File: config.mk
export PLATFORM = sky130hd
export DESIGN_NAME = imm_encode
export DESIGN_NICKNAME = d
export VERILOG_FILES = /design/src/rtl/imm_encode.sv
export SDC_FILE = /design/constraint.sdc
export NUM_CORES = 1
export LEC_CHECK = 0
export CORE_MARGIN = 5
export CORE_UTILIZATION = 46
export CTS_BUF_LIST = sky130_fd_sc_hd__clkbuf_4 sky130_fd_sc_hd__clkbuf_8
export CTS_CLUSTER_DIAMETER = 100
export CTS_CLUSTER_SIZE = 24
export DETAILED_ROUTE_END_ITERATION = 10
export GPL_ROUTABILITY_DRIVEN = 0
export PLACE_DENSITY = 0.83
export SKIP_LAST_GASP = 1
export SLEW_MARGIN = 15
export SYNTH_ARGS = -nofsm -noshare
export SYNTH_HDL_FRONTEND = slang
export SYNTH_SLANG_ARGS = --single-unit
export TNS_END_PERCENT = 5
File: constraint.sdc
create_clock -name clk -period 2.92 [get_ports clk]
set_input_delay 0.584 -clock clk [delete_from_list [all_inputs] [get_ports clk]]
set_output_delay 0.584 -clock clk [all_outputs]
set_load 0.01 [all_outputs]
File: src/rtl/imm_encode.sv
// rtl/imm_encode.sv - packs a signed immediate into an I/S/B/U/J instruction word
// behind a single registered output stage, with saturating ok/error counters.
module imm_encode #(
  parameter int CNT_W = 16
) (
  input  logic             clk,
  input  logic             rst_n,
  input  logic             in_valid,
  output logic             in_ready,
  input  logic [2:0]       in_fmt,
  input  logic [31:0]      in_imm,
  input  logic [31:0]      in_base,
  output logic             out_valid,
  input  logic             out_ready,
  output logic [31:0]      out_instr,
  output logic             out_err,
  output logic [CNT_W-1:0] ok_cnt,
  output logic [CNT_W-1:0] err_cnt
);

  localparam logic [2:0] FMT_I = 3'b000;
  localparam logic [2:0] FMT_S = 3'b001;
  localparam logic [2:0] FMT_B = 3'b010;
  localparam logic [2:0] FMT_U = 3'b011;
  localparam logic [2:0] FMT_J = 3'b100;

  logic             out_valid_q, out_valid_d;
  logic [31:0]      out_instr_q, out_instr_d;
  logic             out_err_q, out_err_d;
  logic [CNT_W-1:0] ok_cnt_q, ok_cnt_d;
  logic [CNT_W-1:0] err_cnt_q, err_cnt_d;

  logic        in_fire;
  logic        out_fire;
  logic [31:0] enc_instr;
  logic        enc_err;

  // Out-of-range values still pack their low bits; illegal formats pass in_base through.
  always_comb begin
    enc_instr = in_base;
    enc_err   = 1'b1;
    case (in_fmt)
      FMT_I: begin
        enc_instr = {in_imm[11:0], in_base[19:0]};
        enc_err   = !((&in_imm[31:11]) || !(|in_imm[31:11]));
      end
      FMT_S: begin
        enc_instr = {in_imm[11:5], in_base[24:12], in_imm[4:0], in_base[6:0]};
        enc_err   = !((&in_imm[31:11]) || !(|in_imm[31:11]));
      end
      FMT_B: begin
        enc_instr = {in_imm[12], in_imm[10:5], in_base[24:12], in_imm[4:1],
                     in_imm[11], in_base[6:0]};
        enc_err   = !((&in_imm[31:12]) || !(|in_imm[31:12])) || in_imm[0];
      end
      FMT_U: begin
        enc_instr = {in_imm[31:12], in_base[11:0]};
        enc_err   = |in_imm[11:0];
      end
      FMT_J: begin
        enc_instr = {in_imm[20], in_imm[10:1], in_imm[11], in_imm[19:12], in_base[11:0]};
        enc_err   = !((&in_imm[31:20]) || !(|in_imm[31:20])) || in_imm[0];
      end
      default: begin
        enc_instr = in_base;
        enc_err   = 1'b1;
      end
    endcase
  end

  assign in_ready = !out_valid_q || out_ready;
  assign in_fire  = in_valid && in_ready;
  assign out_fire = out_valid_q && out_ready;

  always_comb begin
    out_valid_d = out_valid_q;
    out_instr_d = out_instr_q;
    out_err_d   = out_err_q;
    ok_cnt_d    = ok_cnt_q;
    err_cnt_d   = err_cnt_q;
    if (in_fire) begin
      out_valid_d = 1'b1;
      out_instr_d = enc_instr;
      out_err_d   = enc_err;
      if (enc_err) begin
        if (err_cnt_q != {CNT_W{1'b1}}) err_cnt_d = err_cnt_q + CNT_W'(1);
      end else begin
        if (ok_cnt_q != {CNT_W{1'b1}}) ok_cnt_d = ok_cnt_q + CNT_W'(1);
      end
    end else if (out_fire) begin
      out_valid_d = 1'b0;
    end
  end

  always_ff @(posedge clk or negedge rst_n) begin
    if (!rst_n) begin
      out_valid_q <= 1'b0;
      out_instr_q <= 32'h0;
      out_err_q   <= 1'b0;
      ok_cnt_q    <= '0;
      err_cnt_q   <= '0;
    end else begin
      out_valid_q <= out_valid_d;
      out_instr_q <= out_instr_d;
      out_err_q   <= out_err_d;
      ok_cnt_q    <= ok_cnt_d;
      err_cnt_q   <= err_cnt_d;
    end
  end

  assign out_valid = out_valid_q;
  assign out_instr = out_instr_q;
  assign out_err   = out_err_q;
  assign ok_cnt    = ok_cnt_q;
  assign err_cnt   = err_cnt_q;

endmodule

==> results of run 1 <==
==> cell type report <==
type / instances / area share [%]
Clock buffer: 11 / 2.62
Timing Repair Buffer: 174 / 30.1
Tap cell: 102 / 2.30
Clock inverter: 5 / 1.56
Inverter: 3 / 0.203
Sequential cell: 66 / 29.8
Multi-Input combinational cell: 288 / 33.4
==> critical path, cell delays in order <==
cell             delay [ns]
clkdlybuf4s50_1        0.45
nor4_1                 0.39
buf_4                  0.18
nand4_1                0.12
or3b_4                 0.42
a21oi_4                0.20
nand4_4                0.16
buf_4                  0.19
nor3_1                 0.22
xor2_1                 0.18
==> routing by layer <==
| metal | wire, um | vias to the layer above | global-route usage, % | part of all wire [%] |
|---|---|---|---|---|
| li1 | - | 1691 | - | - |
| met2 | 5420 | 151 | 37.1 | 49 |
| met5 | 0 | - | 0 | 0 |
| met1 | 4670 | 1701 | 29.0 | 42 |
| met4 | 396 | 0 | 10.3 | 3.6 |
| met3 | 650 | 33 | 5.29 | 5.8 |
==> stage by stage <==
stage | total power, mW | cells
after floorplan | 1.50 | 378
after global placement | 2.01 | 633
after detailed placement | 2.03 | 633
after CTS | 2.92 | 649
after global routing | 3.04 | 649
final | 2.89 | 649
==> cells in the mapped netlist (all sizes together) <==
cell,count
nand2b,8
mux2i,5
and2,3
a22o,12
nand4b,1
o221ai,1
o211a,1
a21o,3
o311ai,1
a311oi,1
a31oi,12
xor2,13
xnor2,15
o21ai,33
nor2b,9
nor3,7
a41oi,1
nand2,39
or3b,1
dfrtp,66
nand3,14
nor4,10
mux2,15
and3,17
and4,2
nand4,16
inv,3
buf,3
o22ai,1
clkbuf,18
a21oi,20
or2,2
nor3b,1
nor2,22
ha,2
==> flip-flops by register name, summed over array words and instances, names as in the netlist <==
name	cells
err_cnt	16
out_valid	1
out_err	1
out_instr	32
ok_cnt	16
==> cell families after synthesis <==
family | synth area share (%)
simple gates | 22.8
compound gates | 14.9
flops | 46.1
xor+xnor | 6.84
buf+inv | 2.58
mux | 6.11
fa+ha+maj | 0.698
==> worst max-delay path by stage <==
stage	to	slack, ns	depth (start not counted)
after floorplan	ok_cnt[1]$_DFFE_PN0P_	0.55	7
after global placement	ok_cnt[7]$_DFFE_PN0P_	-0.21	10
after detailed placement	ok_cnt[7]$_DFFE_PN0P_	-0.23	10
after CTS	ok_cnt[7]$_DFFE_PN0P_	0.11	10
after global routing	ok_cnt[7]$_DFFE_PN0P_	-0.003	10
final	ok_cnt[9]$_DFFE_PN0P_	0.09	10
==> report_power, final <==
part	internal, mW	switching [mW]
clock	0.520	0.356
combinational	0.488	0.350
sequential	1.05	0.127
==> what timing repair did <==
action,in CTS,in global routing
resized for setup,0,1
buffers inserted,0,0
setup endpoints to repair,0,1
==> summary.txt, run 1 <==
Status: completed
CTS max path bufs: 2
Design Area, Final: 5540 um^2
Synth cell types: 43
Syn_nets: 451
Dpl ws: -0.233 ns
Relative slew slack: 53.1%
Final hold violations: 0
# clock sinks: 66
Slew Limit Fails: 0
Max rail drop VDD: 462 uV
CP Max Fanout: 6
Die Ht: 98.3 um
Max_cap viols: 0
Seq/Total Area, Yosys: 46.1%
CTS buffer count: 9
Area of the multi-input gates: 1850 um^2
F_max: 353 MHz
Post-layout net count: 615
Grt total ovfl: 0
Synth Warn #: 0
Post-Route Utilization: 72.4%
Average cell area after synthesis: 9.49 um^2
Synthesized area: 3590 um^2
CP startpoint kind: primary input
Vias in the first global route: 3635
Starting Density: 46.9%
Detailed-route wire length: 11.1 mm
Drt drc: 0
Most frequent cells in the layout: 136 x clkdlybuf4s50_1, 66 x dfrtp_1, 39 x nand2_1, 35 x buf_4, 31 x o21ai_0
Port Buffers: 137
P&R area growth vs syn: 54.5%
HP Class: primary input to async pin
Core Box Area: 7650 um^2
TNS Setup: 0 ns
Critical Path Sink Type: register
Diodes inserted: 0
Reg2Reg Launch Point: ok_cnt[0]$_DFFE_PN0P_
Fill cell count: 595
Vias: 3576
RR Endpoint: ok_cnt[1]$_DFFE_PN0P_
CTS clk-pin slew, worst paths: 0.07 ns
WP data required: 3.17 ns
Detailed Place HPWL: 8.60 mm
Top area cells in the synthesized netlist: dfrtp_1 46%, o21ai_0 4.3%, mux2_2 4.1%, nand2_1 4.1%, xnor2_1 3.7%
FF+latch count, synth: 66
Pwr dens: 522 nW/um^2
R2r setup slk: 0.57 ns
DRT Pass-1 Iters: 4
Fin crit share: 97.1%
Antenna Violating Nets Remaining: 0
H-tree levels: 3
WS Path Type: primary input to register
R2R depth: 8
Largest net degree at the start of global routing: 40
Num rows: 32
Post-Route Skew: 0.0115 ns
Die Span X: 98.3 um
Worst Setup SP: in_imm[18]
Share of layout cells above drive strength 1: 14.1%
Root buf cell: clkbuf_8
RSZ-0062 raised after global routing: yes
Wire per inst: 17.2 um
Total track usage: 22.8%
Register Area: 1650 um^2
Top-area cell type share of the netlist area: 46.1%
Worst-margin pin slew: 0.704 ns
Area leader, netlist: dfrtp_1
Critical path arrival: 3.08 ns
Total die area: 9660 um^2
DR iter-0 viols: 154
Io pins: 138
Antenna violations before repair: 0
Clock Latency Late Sink: 0.33 ns
CTS tree: built
Final setup vio count: 0
Hold WS: 0.281 ns
Area of placed instances: 5300 um^2
Commonest non-fill, non-tap cell in the layout: clkdlybuf4s50_1
Syn Inst Count: 378
Setup WS post-layout: 0.0855 ns
First-pass GRT wire length: 17.9 mm
Vias per cell: 5.51
Min Tclk post-route: 2.83 ns
CTS Hold Bufs: 0
Static leakage: 2.38 nW
Note: power is estimated with default switching activity, not from simulation.
==> run 2: changes to the inputs <==
CELL_PAD_IN_SITES_DETAIL_PLACEMENT = 0   (was default)
CELL_PAD_IN_SITES_GLOBAL_PLACEMENT = 2   (was default)
CORE_UTILIZATION = 26   (was 46)
CTS_BUF_LIST = sky130_fd_sc_hd__clkbuf_4 sky130_fd_sc_hd__clkbuf_8 sky130_fd_sc_hd__clkbuf_16   (was sky130_fd_sc_hd__clkbuf_4 sky130_fd_sc_hd__clkbuf_8)
PLACE_DENSITY = default   (was 0.83)
PLACE_DENSITY_LB_ADDON = 0.1   (was default)
SKIP_CTS_REPAIR_TIMING = 1   (was default)
==> run 2 against run 1 <==
Effect of this change: setup slack better by 0.095 ns; wire length up 6.0%; sequential share of layout area fell by 1.1 points; global-route usage is 8.1 points lower; critical path depth stayed put; largest power group unchanged; highest routed layer unchanged.
==> summary.txt, run 2 (same netlist as run 1, synthesis figures left out) <==
Status: completed
Slew Limit Fails: 0
Io pins: 138
Hold WS: 0.180 ns
Total die area: 16200 um^2
RSZ-0062 raised after global routing: yes
Max FFs per register: 32
WS Path Type: primary input to register
Critical Path Sink Type: register
Starting Density: 26.1%
Final hold violations: 0
Register Area: 1650 um^2
Min Tclk post-route: 2.74 ns
Die Ht: 127 um
WP data required: 3.18 ns
Fin crit share: 93.8%
Critical path arrival: 3.00 ns
Pwr dens: 541 nW/um^2
CTS max path bufs: 2
Vias per cell: 4.62
CTS buffer count: 9
Wire per inst: 16.2 um
Worst-margin pin slew: 0.628 ns
Share of layout cells above drive strength 1: 14.4%
Reg2Reg Launch Point: err_cnt[6]$_DFFE_PN0P_
Vias in the first global route: 3457
Relative slew slack: 58.2%
Area of the multi-input gates: 1850 um^2
First-pass GRT wire length: 18.7 mm
Antenna violations before repair: 0
Port Buffers: 137
HP Class: primary input to async pin
Worst Setup SP: in_imm[19]
P&R area growth vs syn: 60.2%
DR iter-0 viols: 187
Final Power: 3.10 mW
Clock Latency Late Sink: 0.33 ns
H-tree levels: 3
Max_cap viols: 0
WP buf/inv: 3
Post-layout net count: 617
Drt drc: 0
Largest net degree at the start of global routing: 54
Core Box Area: 13700 um^2
CTS clk-pin slew, worst paths: 0.06 ns
Num rows: 43
Antenna Violating Nets Remaining: 0
Cell family with most CP delay: simple AND/OR/NAND/NOR gates
Max rail drop VDD: 450 uV
Commonest non-fill, non-tap cell in the layout: clkdlybuf4s50_1
F_max: 365 MHz
CTS tree: built
Grt total ovfl: 0
Critical-path top delay cell: clkdlybuf4s50_1
# clock sinks: 66
DRT Pass-1 Iters: 4
Detailed-route wire length: 11.8 mm
Total track usage: 14.7%
CP Max Fanout: 6
Largest stage delay, worst path: 0.44 ns
Diodes inserted: 0
Fill cell count: 1377
Vias: 3368
Static leakage: 2.43 nW
Worst path cell trace: clkdlybuf4s50_1, nor4_1, buf_4, nand4_1, or3b_4, a21oi_4, nand4_4, buf_12, nor3_1, xor2_1
Die Span X: 127 um
Detailed Place HPWL: 9.14 mm
CP startpoint kind: primary input
Final setup vio count: 0
Root buf cell: clkbuf_16
Post-Route Skew: 0.00938 ns
Most frequent cells in the layout: 136 x clkdlybuf4s50_1, 66 x dfrtp_1, 39 x nand2_1, 35 x buf_4, 31 x o21ai_0
==> run 2: power breakdown <==
part	internal (mW)	switching (mW)	total (mW)	leakage (nW)
registers	1.05	0.123	1.17	0.847
clock network	0.691	0.400	1.09	0.147
logic	0.493	0.346	0.839	1.44
total	2.24	0.869	3.10	2.43
==> run 2: layout make-up <==
cell class,count,share of cell area [%]
clock buffers,12,4.31
clock inverters,4,0.893
inverters,3,0.196
multi-input cells,288,32.2
flip-flops and latches,66,28.8
well taps,180,3.92
repair buffers,176,29.8
==> run 2: final timing paths <==
path                                        endpoint  slack (ns)  cells past startpoint
min in group clk           out_instr[28]$_DFFE_PN0P_        0.47                      2
max                           ok_cnt[15]$_DFFE_PN0P_        0.18                     10
max in group asynchronous     ok_cnt[15]$_DFFE_PN0P_        2.12                      2
max reg2reg                   err_cnt[1]$_DFFE_PN0P_        0.66                      6
min reg2reg                out_instr[28]$_DFFE_PN0P_        0.47                      2
min                        out_instr[13]$_DFFE_PN0P_        0.18                      1
==> run 2: routing by layer <==
layer,routed length [um],track usage (%)
met2,5690,23.4
met1,5400,19.7
met3,559,3.68
met4,155,4.67
met5,0,0
==> run 2: per-stage QoR <==
step / area [um^2] / cells / setup TNS (ns) / setup WS (ns) / utilization [%]
final: 5740 / 729 / 0 / 0.181 / 41.9
after global routing: 5740 / 729 / -0.00627 / -0.00627 / 41.9
after CTS: 5740 / 729 / 0 / 0.177 / 41.8
after detailed placement: 5440 / 713 / -1.57 / -0.177 / 39.6
after global placement: 5440 / 713 / -1.06 / -0.131 / 39.6
after floorplan: 3590 / 378 / 0 / 0.550 / -
